--- src/rtl/ahb_master_pkg.sv ---
// Shared definitions for the AHB master-side sequencer: FSM encodings, the
// latched burst command record and default sizing.
package ahb_master_pkg;

  localparam int unsigned FIFO_DEPTH_DEF = 8;
  localparam int unsigned CNT_WDT        = 16;

  typedef enum logic [1:0] {
    ST_IDLE  = 2'd0,
    ST_TRIG  = 2'd1,
    ST_RUN   = 2'd2,
    ST_DRAIN = 2'd3
  } seq_state_e;

  typedef struct packed {
    logic [31:0]        addr;
    logic [CNT_WDT-1:0] len;
    logic [1:0]         size;
    logic               write;
    logic [3:0]         prot;
    logic               lock;
  } seq_cmd_t;

endpackage

--- src/rtl/ahb_xfer_sequencer_if.sv ---
// Bundle of the sequencer's command, data-stream and AHB master UI signals.
// Names are from the sequencer's point of view; slave = sequencer, master = its driver.
interface ahb_xfer_sequencer_if #(
  parameter int BUS_WDT = 32
);

  logic               i_cmd_valid;
  logic               o_cmd_ready;
  logic [31:0]        i_cmd_addr;
  logic [15:0]        i_cmd_len;
  logic [1:0]         i_cmd_size;
  logic               i_cmd_write;
  logic [3:0]         i_cmd_prot;
  logic               i_cmd_lock;

  logic [BUS_WDT-1:0] i_wr_data;
  logic               i_wr_valid;
  logic               o_wr_ready;

  logic [BUS_WDT-1:0] o_rd_data;
  logic               o_rd_valid;
  logic               i_rd_ready;

  logic [BUS_WDT-1:0] o_xfer_wdata;
  logic [31:0]        o_xfer_addr;
  logic [1:0]         o_xfer_size;
  logic               o_xfer_dav;
  logic               o_xfer_trig;
  logic               o_xfer_en;
  logic               o_xfer_write;
  logic [3:0]         o_xfer_prot;
  logic               o_xfer_lock;
  logic               o_xfer_full;

  logic               i_xfer_adv;
  logic [BUS_WDT-1:0] i_xfer_rdata;
  logic               i_xfer_rdav;

  logic               o_busy;
  logic               o_done;

  modport slave (
    input  i_cmd_valid, i_cmd_addr, i_cmd_len, i_cmd_size, i_cmd_write,
           i_cmd_prot, i_cmd_lock, i_wr_data, i_wr_valid, i_rd_ready,
           i_xfer_adv, i_xfer_rdata, i_xfer_rdav,
    output o_cmd_ready, o_wr_ready, o_rd_data, o_rd_valid, o_xfer_wdata,
           o_xfer_addr, o_xfer_size, o_xfer_dav, o_xfer_trig, o_xfer_en,
           o_xfer_write, o_xfer_prot, o_xfer_lock, o_xfer_full, o_busy, o_done
  );

  modport master (
    output i_cmd_valid, i_cmd_addr, i_cmd_len, i_cmd_size, i_cmd_write,
           i_cmd_prot, i_cmd_lock, i_wr_data, i_wr_valid, i_rd_ready,
           i_xfer_adv, i_xfer_rdata, i_xfer_rdav,
    input  o_cmd_ready, o_wr_ready, o_rd_data, o_rd_valid, o_xfer_wdata,
           o_xfer_addr, o_xfer_size, o_xfer_dav, o_xfer_trig, o_xfer_en,
           o_xfer_write, o_xfer_prot, o_xfer_lock, o_xfer_full, o_busy, o_done
  );

endinterface

--- src/rtl/ahb_sync_fifo.sv ---
// Single-clock first-word-fall-through FIFO: o_data always shows the head entry.
// Push on a full FIFO is accepted only when a pop frees the slot in the same cycle.
module ahb_sync_fifo #(
  parameter int WDT   = 32,
  parameter int DEPTH = 8
) (
  input  logic                     i_hclk,
  input  logic                     i_hreset_n,
  input  logic                     i_push,
  input  logic [WDT-1:0]           i_data,
  input  logic                     i_pop,
  output logic [WDT-1:0]           o_data,
  output logic                     o_full,
  output logic                     o_empty,
  output logic [$clog2(DEPTH):0]   o_count
);

  localparam int AW = $clog2(DEPTH);
  localparam int CW = AW + 1;
  localparam logic [CW-1:0] FULL_CNT = CW'(DEPTH);

  logic [WDT-1:0] r_mem [DEPTH];
  logic [AW-1:0]  r_wr_ptr;
  logic [AW-1:0]  r_rd_ptr;
  logic [CW-1:0]  r_count;
  logic           w_push;
  logic           w_pop;

  assign w_pop  = i_pop && (r_count != '0);
  assign w_push = i_push && ((r_count != FULL_CNT) || w_pop);

  // NOTE: storage has no reset; an entry is only ever read once r_count covers it.
  always_ff @(posedge i_hclk) begin
    if (w_push) r_mem[r_wr_ptr] <= i_data;
  end

  always_ff @(posedge i_hclk or negedge i_hreset_n) begin
    if (!i_hreset_n) begin
      r_wr_ptr <= '0;
      r_rd_ptr <= '0;
      r_count  <= '0;
    end else begin
      if (w_push) r_wr_ptr <= r_wr_ptr + 1'b1;
      if (w_pop)  r_rd_ptr <= r_rd_ptr + 1'b1;
      case ({w_push, w_pop})
        2'b10:   r_count <= r_count + 1'b1;
        2'b01:   r_count <= r_count - 1'b1;
        default: r_count <= r_count;
      endcase
    end
  end

  assign o_data  = r_mem[r_rd_ptr];
  assign o_full  = (r_count == FULL_CNT);
  assign o_empty = (r_count == '0);
  assign o_count = r_count;

endmodule

--- src/rtl/ahb_xfer_sequencer.sv ---
// Turns one burst command into a beat-by-beat drive of the AHB master UI,
// buffering write data and returned read data in two FWFT FIFOs.
module ahb_xfer_sequencer
  import ahb_master_pkg::*;
#(
  parameter int BUS_WDT    = 32,
  parameter int FIFO_DEPTH = FIFO_DEPTH_DEF
) (
  input logic                 i_hclk,
  input logic                 i_hreset_n,
  ahb_xfer_sequencer_if.slave bus
);

  localparam int CW = $clog2(FIFO_DEPTH) + 1;
  // One slot stays free for the data phase already on the bus when issue stops.
  localparam logic [CW-1:0] FULL_THR = CW'(FIFO_DEPTH - 1);

  seq_state_e          r_state;
  seq_cmd_t            r_cmd;
  logic [CNT_WDT-1:0]  r_iss_cnt;
  logic [CNT_WDT-1:0]  r_rcv_cnt;
  logic                r_cmd_ready;
  logic                r_busy;
  logic                r_done;
  logic                r_xfer_en;
  logic                r_xfer_trig;

  logic [BUS_WDT-1:0]  w_wf_head;
  logic [BUS_WDT-1:0]  w_rf_head;
  logic                w_wf_full;
  logic                w_wf_empty;
  logic                w_rf_full;
  logic                w_rf_empty;
  logic [CW-1:0]       w_wf_count;
  logic [CW-1:0]       w_rf_count;
  logic                w_wf_push;
  logic                w_wf_pop;
  logic                w_rf_pop;
  logic                w_xfer_full;
  logic                w_beat_rdy;
  logic                w_beat_issue;
  logic                w_cmd_accept;
  logic                w_rcv_inc;
  logic                w_drain_done;
  logic [CNT_WDT-1:0]  w_iss_next;
  logic [CNT_WDT-1:0]  w_rcv_next;

  ahb_sync_fifo #(.WDT(BUS_WDT), .DEPTH(FIFO_DEPTH)) u_wr_fifo (
    .i_hclk     (i_hclk),
    .i_hreset_n (i_hreset_n),
    .i_push     (w_wf_push),
    .i_data     (bus.i_wr_data),
    .i_pop      (w_wf_pop),
    .o_data     (w_wf_head),
    .o_full     (w_wf_full),
    .o_empty    (w_wf_empty),
    .o_count    (w_wf_count)
  );

  ahb_sync_fifo #(.WDT(BUS_WDT), .DEPTH(FIFO_DEPTH)) u_rd_fifo (
    .i_hclk     (i_hclk),
    .i_hreset_n (i_hreset_n),
    .i_push     (bus.i_xfer_rdav),
    .i_data     (bus.i_xfer_rdata),
    .i_pop      (w_rf_pop),
    .o_data     (w_rf_head),
    .o_full     (w_rf_full),
    .o_empty    (w_rf_empty),
    .o_count    (w_rf_count)
  );

  assign w_wf_push    = bus.i_wr_valid && !w_wf_full;
  assign w_rf_pop     = bus.i_rd_ready && !w_rf_empty;
  assign w_xfer_full  = (w_rf_count >= FULL_THR);
  assign w_cmd_accept = bus.i_cmd_valid && r_cmd_ready;

  // A beat leaves only when the master advances and this side can back it with data/space.
  assign w_beat_rdy   = r_cmd.write ? !w_wf_empty : !w_xfer_full;
  assign w_beat_issue = r_xfer_en && bus.i_xfer_adv && w_beat_rdy;
  assign w_wf_pop     = w_beat_issue && r_cmd.write;

  assign w_iss_next   = r_iss_cnt + 1'b1;
  assign w_rcv_inc    = bus.i_xfer_rdav && (r_rcv_cnt != '1);
  assign w_rcv_next   = r_rcv_cnt + CNT_WDT'(w_rcv_inc);
  assign w_drain_done = r_cmd.write ? bus.i_xfer_adv : (w_rcv_next == r_cmd.len);

  // NOTE: every register here uses <= so each branch sees pre-edge values of the others.
  always_ff @(posedge i_hclk or negedge i_hreset_n) begin
    if (!i_hreset_n) begin
      r_state     <= ST_IDLE;
      r_cmd       <= '0;
      r_iss_cnt   <= '0;
      r_rcv_cnt   <= '0;
      r_cmd_ready <= 1'b1;
      r_busy      <= 1'b0;
      r_done      <= 1'b0;
      r_xfer_en   <= 1'b0;
      r_xfer_trig <= 1'b0;
    end else begin
      r_done    <= 1'b0;
      r_rcv_cnt <= w_rcv_next;
      case (r_state)
        ST_IDLE: begin
          if (w_cmd_accept) begin
            r_cmd <= '{addr:  bus.i_cmd_addr,
                       len:   bus.i_cmd_len,
                       size:  bus.i_cmd_size,
                       write: bus.i_cmd_write,
                       prot:  bus.i_cmd_prot,
                       lock:  bus.i_cmd_lock};
            r_iss_cnt <= '0;
            r_rcv_cnt <= '0;
            if (bus.i_cmd_len == '0) begin
              r_done <= 1'b1;
            end else begin
              r_state     <= ST_TRIG;
              r_cmd_ready <= 1'b0;
              r_busy      <= 1'b1;
              r_xfer_en   <= 1'b1;
              r_xfer_trig <= 1'b1;
            end
          end
        end
        ST_TRIG, ST_RUN: begin
          if (w_beat_issue) begin
            r_iss_cnt   <= w_iss_next;
            r_xfer_trig <= 1'b0;
            if (w_iss_next == r_cmd.len) begin
              r_state   <= ST_DRAIN;
              r_xfer_en <= 1'b0;
            end else begin
              r_state <= ST_RUN;
            end
          end
        end
        ST_DRAIN: begin
          // Writes wait out the last data phase; reads wait for every beat's data.
          if (w_drain_done) begin
            r_state     <= ST_IDLE;
            r_done      <= 1'b1;
            r_busy      <= 1'b0;
            r_cmd_ready <= 1'b1;
          end
        end
        default: r_state <= ST_IDLE;
      endcase
    end
  end

  assign bus.o_cmd_ready  = r_cmd_ready;
  assign bus.o_wr_ready   = !w_wf_full;
  assign bus.o_rd_data    = w_rf_head;
  assign bus.o_rd_valid   = !w_rf_empty;
  assign bus.o_xfer_wdata = w_wf_head;
  assign bus.o_xfer_addr  = r_cmd.addr;
  assign bus.o_xfer_size  = r_cmd.size;
  assign bus.o_xfer_dav   = !w_wf_empty;
  assign bus.o_xfer_trig  = r_xfer_trig;
  assign bus.o_xfer_en    = r_xfer_en;
  assign bus.o_xfer_write = r_cmd.write;
  assign bus.o_xfer_prot  = r_cmd.prot;
  assign bus.o_xfer_lock  = r_cmd.lock;
  assign bus.o_xfer_full  = w_xfer_full;
  assign bus.o_busy       = r_busy;
  assign bus.o_done       = r_done;

  // The master must never return data the read FIFO cannot hold.
  a_rd_no_overflow: assert property (@(posedge i_hclk) disable iff (!i_hreset_n)
    bus.i_xfer_rdav |-> (!w_rf_full || w_rf_pop));

  a_wr_no_underflow: assert property (@(posedge i_hclk) disable iff (!i_hreset_n)
    w_wf_pop |-> (w_wf_count != '0));

endmodule

--- src/flat_wrapper.sv ---
// flat-port wrapper written by rule: the top's interface ports become plain ports
module ahb_xfer_sequencer_flat import ahb_master_pkg::*;
#(
  parameter int BUS_WDT    = 32,
  parameter int FIFO_DEPTH = FIFO_DEPTH_DEF
)
  (i_hclk, i_hreset_n, bus_i_cmd_valid, bus_i_cmd_addr, bus_i_cmd_len, bus_i_cmd_size, bus_i_cmd_write, bus_i_cmd_prot, bus_i_cmd_lock, bus_i_wr_data, bus_i_wr_valid, bus_i_rd_ready, bus_i_xfer_adv, bus_i_xfer_rdata, bus_i_xfer_rdav, bus_o_cmd_ready, bus_o_wr_ready, bus_o_rd_data, bus_o_rd_valid, bus_o_xfer_wdata, bus_o_xfer_addr, bus_o_xfer_size, bus_o_xfer_dav, bus_o_xfer_trig, bus_o_xfer_en, bus_o_xfer_write, bus_o_xfer_prot, bus_o_xfer_lock, bus_o_xfer_full, bus_o_busy, bus_o_done);
  ahb_xfer_sequencer_if #(.BUS_WDT(BUS_WDT)) bus_i ();
  input logic i_hclk;
  input logic i_hreset_n;
  input wire logic [$bits(bus_i.i_cmd_valid)-1:0] bus_i_cmd_valid;
  input wire logic [$bits(bus_i.i_cmd_addr)-1:0] bus_i_cmd_addr;
  input wire logic [$bits(bus_i.i_cmd_len)-1:0] bus_i_cmd_len;
  input wire logic [$bits(bus_i.i_cmd_size)-1:0] bus_i_cmd_size;
  input wire logic [$bits(bus_i.i_cmd_write)-1:0] bus_i_cmd_write;
  input wire logic [$bits(bus_i.i_cmd_prot)-1:0] bus_i_cmd_prot;
  input wire logic [$bits(bus_i.i_cmd_lock)-1:0] bus_i_cmd_lock;
  input wire logic [$bits(bus_i.i_wr_data)-1:0] bus_i_wr_data;
  input wire logic [$bits(bus_i.i_wr_valid)-1:0] bus_i_wr_valid;
  input wire logic [$bits(bus_i.i_rd_ready)-1:0] bus_i_rd_ready;
  input wire logic [$bits(bus_i.i_xfer_adv)-1:0] bus_i_xfer_adv;
  input wire logic [$bits(bus_i.i_xfer_rdata)-1:0] bus_i_xfer_rdata;
  input wire logic [$bits(bus_i.i_xfer_rdav)-1:0] bus_i_xfer_rdav;
  output wire logic [$bits(bus_i.o_cmd_ready)-1:0] bus_o_cmd_ready;
  output wire logic [$bits(bus_i.o_wr_ready)-1:0] bus_o_wr_ready;
  output wire logic [$bits(bus_i.o_rd_data)-1:0] bus_o_rd_data;
  output wire logic [$bits(bus_i.o_rd_valid)-1:0] bus_o_rd_valid;
  output wire logic [$bits(bus_i.o_xfer_wdata)-1:0] bus_o_xfer_wdata;
  output wire logic [$bits(bus_i.o_xfer_addr)-1:0] bus_o_xfer_addr;
  output wire logic [$bits(bus_i.o_xfer_size)-1:0] bus_o_xfer_size;
  output wire logic [$bits(bus_i.o_xfer_dav)-1:0] bus_o_xfer_dav;
  output wire logic [$bits(bus_i.o_xfer_trig)-1:0] bus_o_xfer_trig;
  output wire logic [$bits(bus_i.o_xfer_en)-1:0] bus_o_xfer_en;
  output wire logic [$bits(bus_i.o_xfer_write)-1:0] bus_o_xfer_write;
  output wire logic [$bits(bus_i.o_xfer_prot)-1:0] bus_o_xfer_prot;
  output wire logic [$bits(bus_i.o_xfer_lock)-1:0] bus_o_xfer_lock;
  output wire logic [$bits(bus_i.o_xfer_full)-1:0] bus_o_xfer_full;
  output wire logic [$bits(bus_i.o_busy)-1:0] bus_o_busy;
  output wire logic [$bits(bus_i.o_done)-1:0] bus_o_done;
  assign bus_i.i_cmd_valid = bus_i_cmd_valid;
  assign bus_i.i_cmd_addr = bus_i_cmd_addr;
  assign bus_i.i_cmd_len = bus_i_cmd_len;
  assign bus_i.i_cmd_size = bus_i_cmd_size;
  assign bus_i.i_cmd_write = bus_i_cmd_write;
  assign bus_i.i_cmd_prot = bus_i_cmd_prot;
  assign bus_i.i_cmd_lock = bus_i_cmd_lock;
  assign bus_i.i_wr_data = bus_i_wr_data;
  assign bus_i.i_wr_valid = bus_i_wr_valid;
  assign bus_i.i_rd_ready = bus_i_rd_ready;
  assign bus_i.i_xfer_adv = bus_i_xfer_adv;
  assign bus_i.i_xfer_rdata = bus_i_xfer_rdata;
  assign bus_i.i_xfer_rdav = bus_i_xfer_rdav;
  assign bus_o_cmd_ready = bus_i.o_cmd_ready;
  assign bus_o_wr_ready = bus_i.o_wr_ready;
  assign bus_o_rd_data = bus_i.o_rd_data;
  assign bus_o_rd_valid = bus_i.o_rd_valid;
  assign bus_o_xfer_wdata = bus_i.o_xfer_wdata;
  assign bus_o_xfer_addr = bus_i.o_xfer_addr;
  assign bus_o_xfer_size = bus_i.o_xfer_size;
  assign bus_o_xfer_dav = bus_i.o_xfer_dav;
  assign bus_o_xfer_trig = bus_i.o_xfer_trig;
  assign bus_o_xfer_en = bus_i.o_xfer_en;
  assign bus_o_xfer_write = bus_i.o_xfer_write;
  assign bus_o_xfer_prot = bus_i.o_xfer_prot;
  assign bus_o_xfer_lock = bus_i.o_xfer_lock;
  assign bus_o_xfer_full = bus_i.o_xfer_full;
  assign bus_o_busy = bus_i.o_busy;
  assign bus_o_done = bus_i.o_done;
  ahb_xfer_sequencer #(.BUS_WDT(BUS_WDT), .FIFO_DEPTH(FIFO_DEPTH)) u_core (.i_hclk(i_hclk), .i_hreset_n(i_hreset_n), .bus(bus_i));
endmodule
--- config.mk ---
export PLATFORM = sky130hd
export DESIGN_NAME = ahb_xfer_sequencer_flat
export DESIGN_NICKNAME = d
export VERILOG_FILES = /design/src/rtl/ahb_master_pkg.sv /design/src/rtl/ahb_xfer_sequencer_if.sv /design/src/rtl/ahb_sync_fifo.sv /design/src/rtl/ahb_xfer_sequencer.sv /design/src/flat_wrapper.sv
export SDC_FILE = /design/constraint.sdc
export NUM_CORES = 1
export LEC_CHECK = 0
export CORE_MARGIN = 1.5
export CORE_UTILIZATION = 29
export CTS_CLUSTER_SIZE = 14
export DETAILED_ROUTE_END_ITERATION = 12
export PLACE_DENSITY = 0.49
export SETUP_SLACK_MARGIN = 0.3
export SYNTH_ARGS = -nofsm -noshare
export SYNTH_HDL_FRONTEND = slang
export SYNTH_HIERARCHICAL = 1
export SYNTH_SLANG_ARGS = --single-unit
--- constraint.sdc ---
create_clock -name i_hclk -period 4.4 [get_ports i_hclk]
set_clock_uncertainty 0.2 [all_clocks]
set_input_delay 0.44 -clock i_hclk [delete_from_list [all_inputs] [get_ports i_hclk]]
set_output_delay 0.44 -clock i_hclk [all_outputs]
set_load 0.02 [all_outputs]
==> summary.txt <==
RSZ-0062 raised after global routing = true
R2R Setup Slk = 530 ps
Final Cell Area = 32100 sq um
Post-route insts no fill = 2990
Final Hold Vio Count = 0
Post-synthesis average cell area = 17.1 sq um
Fill cell count = 8329
FMAX = 0.258 GHz
GP Congestion = 0.844
CP Buf/Inv Count = 0
CP max-delay cell = dfrtp_1
Hold WS = 122 ps
Most frequent CP cell = ha_1
Total grt overflow = 0
Antenna Nets Post-Route = 0
I/O Pins = 240
Vias in the first global route = 14.8k
Total GRT Usage = 13.3%
Reg2Reg Depth = 13
Root Driver = clkbuf_16
Worst-skew pair later-pin latency = 600 ps
Relative slew slack = 24.4%
DRC viols = 0
Cell Rows = 109
R2r endpoint = u_core/r_state[0]$_DFFE_PN0P_
Largest stage delay, worst path = 460 ps
Period utilisation layout = 88.0%
Crit. End Element = flop
R2R Path Start = u_core/r_rcv_cnt[11]$_DFF_PN0_
WL/cell = 20.3 um
Pwr dens = 542 nW/um^2
Initial Utilization = 29.4%
Die X = 303 um
Final Net Count = 1914
Cell Area, Synth = 26100 sq um
Initial antenna violation count = 10
Die height = 303 um
Crit path from = u_core/r_rcv_cnt[11]$_DFF_PN0_
Lkg Pwr = 0.0110 uW
CP Launch Type = flop
Clock Sinks = 627
Placed wire-length estimate = 37200 um
Slew Limit Fails = 0
H-tree depth = 3
Cell count along the critical path = 13
Buffers on Ports = 239
Storage cell area = 18300 sq um
CP cell instances = and4_1 -> and3_1 -> a21boi_0 -> ha_1 -> ha_1 -> xor2_1 -> a2111oi_2 -> nand4_1 -> nor4_1 -> o2111a_1 -> a32oi_2 -> a21o_1 -> a211o_1
Max FO, Critical Path = 8
Core Region = 88800 sq um
Post-Place Cells = 2862
Worst slew pin tran = 1130 ps
Setup violators final = 0
Post-CTS setup repair buffer count = 0
Synth warn = 6
Tmin final = 3870 ps
Hold/Removal Path Class = in2async
Setup_tns = 0 ps
Area delta synth->final = 22.7%
Total number of vias = 14.1k
First-pass GRT wire length = 91800 um
Die area = 91900 sq um
Vias per cell = 4.70
CP required = 4690 ps
Layout cells sized above 1 = 19.4%
Starting DRC count in detailed routing = 851
Multi-input logic area = 7250 sq um
Post-synth net total = 1672
Critical path type = reg2reg
CTS tree = done
Pin count of the biggest net entering global routing = 65
Max Cap Viol = 0
CTS buffer count = 72
Peak VDD IR = 360 uV
Final wirelength = 60700 um
Crit path max-delay family = compound AO/OA/AOI/OAI gates
Worst-path clk slew = 60 ps
TritonRoute pass-1 iters = 5
Run status = finished, final reports clean
Mapped Cells = 1530
Worst path arrival time = 4160 ps
CP Capture Point = u_core/r_state[0]$_DFFE_PN0P_
Max Buffers Root-to-Sink = 3
Dpl cell area = 29900 sq um
==> stage by stage <==
step                utilization [%]  power, uW  setup WS (ps)
floorplan                         -      10200            733
global placement               33.7      12000            258
detailed placement             33.7      12100            329
CTS                            36.1      17700            359
global route                   36.1      18200            275
finish                         36.1      17400            526
==> layer usage <==
metal / GRT usage, % / vias to the layer above / wire length, um
met1: 16.7 / 7251 / 25500
met2: 22.6 / 320 / 30200
li1: - / 6367 / -
met4: 3.74 / 16 / 1370
met5: 0 / - / 125
met3: 3.46 / 109 / 3550
==> worst min path at each step <==
stage | from | endpoint | slack [ps] | cells after the start
final | i_hreset_n | u_core/bus.o_xfer_prot[3]$_DFFE_PN0P_ | 120 | 2
after global routing | i_hreset_n | u_core/bus.o_xfer_prot[3]$_DFFE_PN0P_ | 140 | 2
after CTS | i_hreset_n | u_core/bus.o_xfer_prot[3]$_DFFE_PN0P_ | 110 | 2
after detailed placement | i_hreset_n | u_core/bus.o_xfer_prot[3]$_DFFE_PN0P_ | 220 | 1
after global placement | i_hreset_n | u_core/bus.o_xfer_addr[6]$_DFFE_PN0P_ | 220 | 1
after floorplan | i_hreset_n | u_core/bus.o_busy$_DFFE_PN0P_ | -60 | 0
==> worst register-to-register path: stages, from the launching register on <==
cell	delay (ps)
dfrtp_1	460
and4_1	260
and3_1	200
a21boi_0	220
ha_1	220
ha_1	260
xor2_1	180
a2111oi_2	350
nand4_1	140
nor4_1	340
o2111a_1	260
a32oi_2	150
a21o_1	230
a211o_1	290
==> area by class of cell <==
cell class	instances	share of cell area, %
clock inverters	33	0.749
clock buffers	92	5.95
well taps	1165	4.55
repair buffers	279	8.83
diodes	2	0.0156
multi-input cells	767	22.6
inverters	25	0.293
flip-flops and latches	627	57.0
==> layout by cell type (no fill, tap or decap), types with 29 or more instances in the layout <==
cell type	count
mux2_2	67
buf_4	29
mux4_2	103
o21ai_0	30
edfxtp_1	512
dfrtp_1	107
xnor2_1	38
clkbuf_16	72
clkdlybuf4s50_1	238
nor2_1	36
nand2_1	212
==> flip-flops by register name, summed over array words and instances (netlist names), 2 cells and up <==
name / count
u_core/r_rcv_cnt: 16
u_core/r_iss_cnt: 16
u_core/r_state: 2
u_core/u_wr_fifo/r_wr_ptr: 3
u_core/bus.o_xfer_size: 2
u_core/bus.o_xfer_prot: 4
u_core/u_wr_fifo/r_rd_ptr: 3
u_core/u_rd_fifo/r_mem: 256
u_core/u_rd_fifo/r_rd_ptr: 3
u_core/r_cmd: 16
u_core/u_rd_fifo/o_count: 4
u_core/bus.o_xfer_addr: 32
u_core/u_wr_fifo/r_mem: 256
u_core/u_rd_fifo/r_wr_ptr: 3
u_core/u_wr_fifo/o_count: 4
==> power breakdown <==
group / total (uW) / internal, uW / leakage (uW) / switching (uW)
sequential: 7810 / 7290 / 0.00618 / 520
clock: 5490 / 3140 / 0.00105 / 2350
combinational: 4080 / 1980 / 0.00373 / 2100
total: 17400 / 12400 / 0.0110 / 4970
==> what timing repair did <==
| action | CTS | global route |
|---|---|---|
| gates resized for setup | 0 | 4 |
| hold buffers | 1 | 0 |
| endpoints found under the setup margin | 0 | 5 |
| hold endpoints to repair | 27 | 0 |
Power figures use the tool's default switching activity.
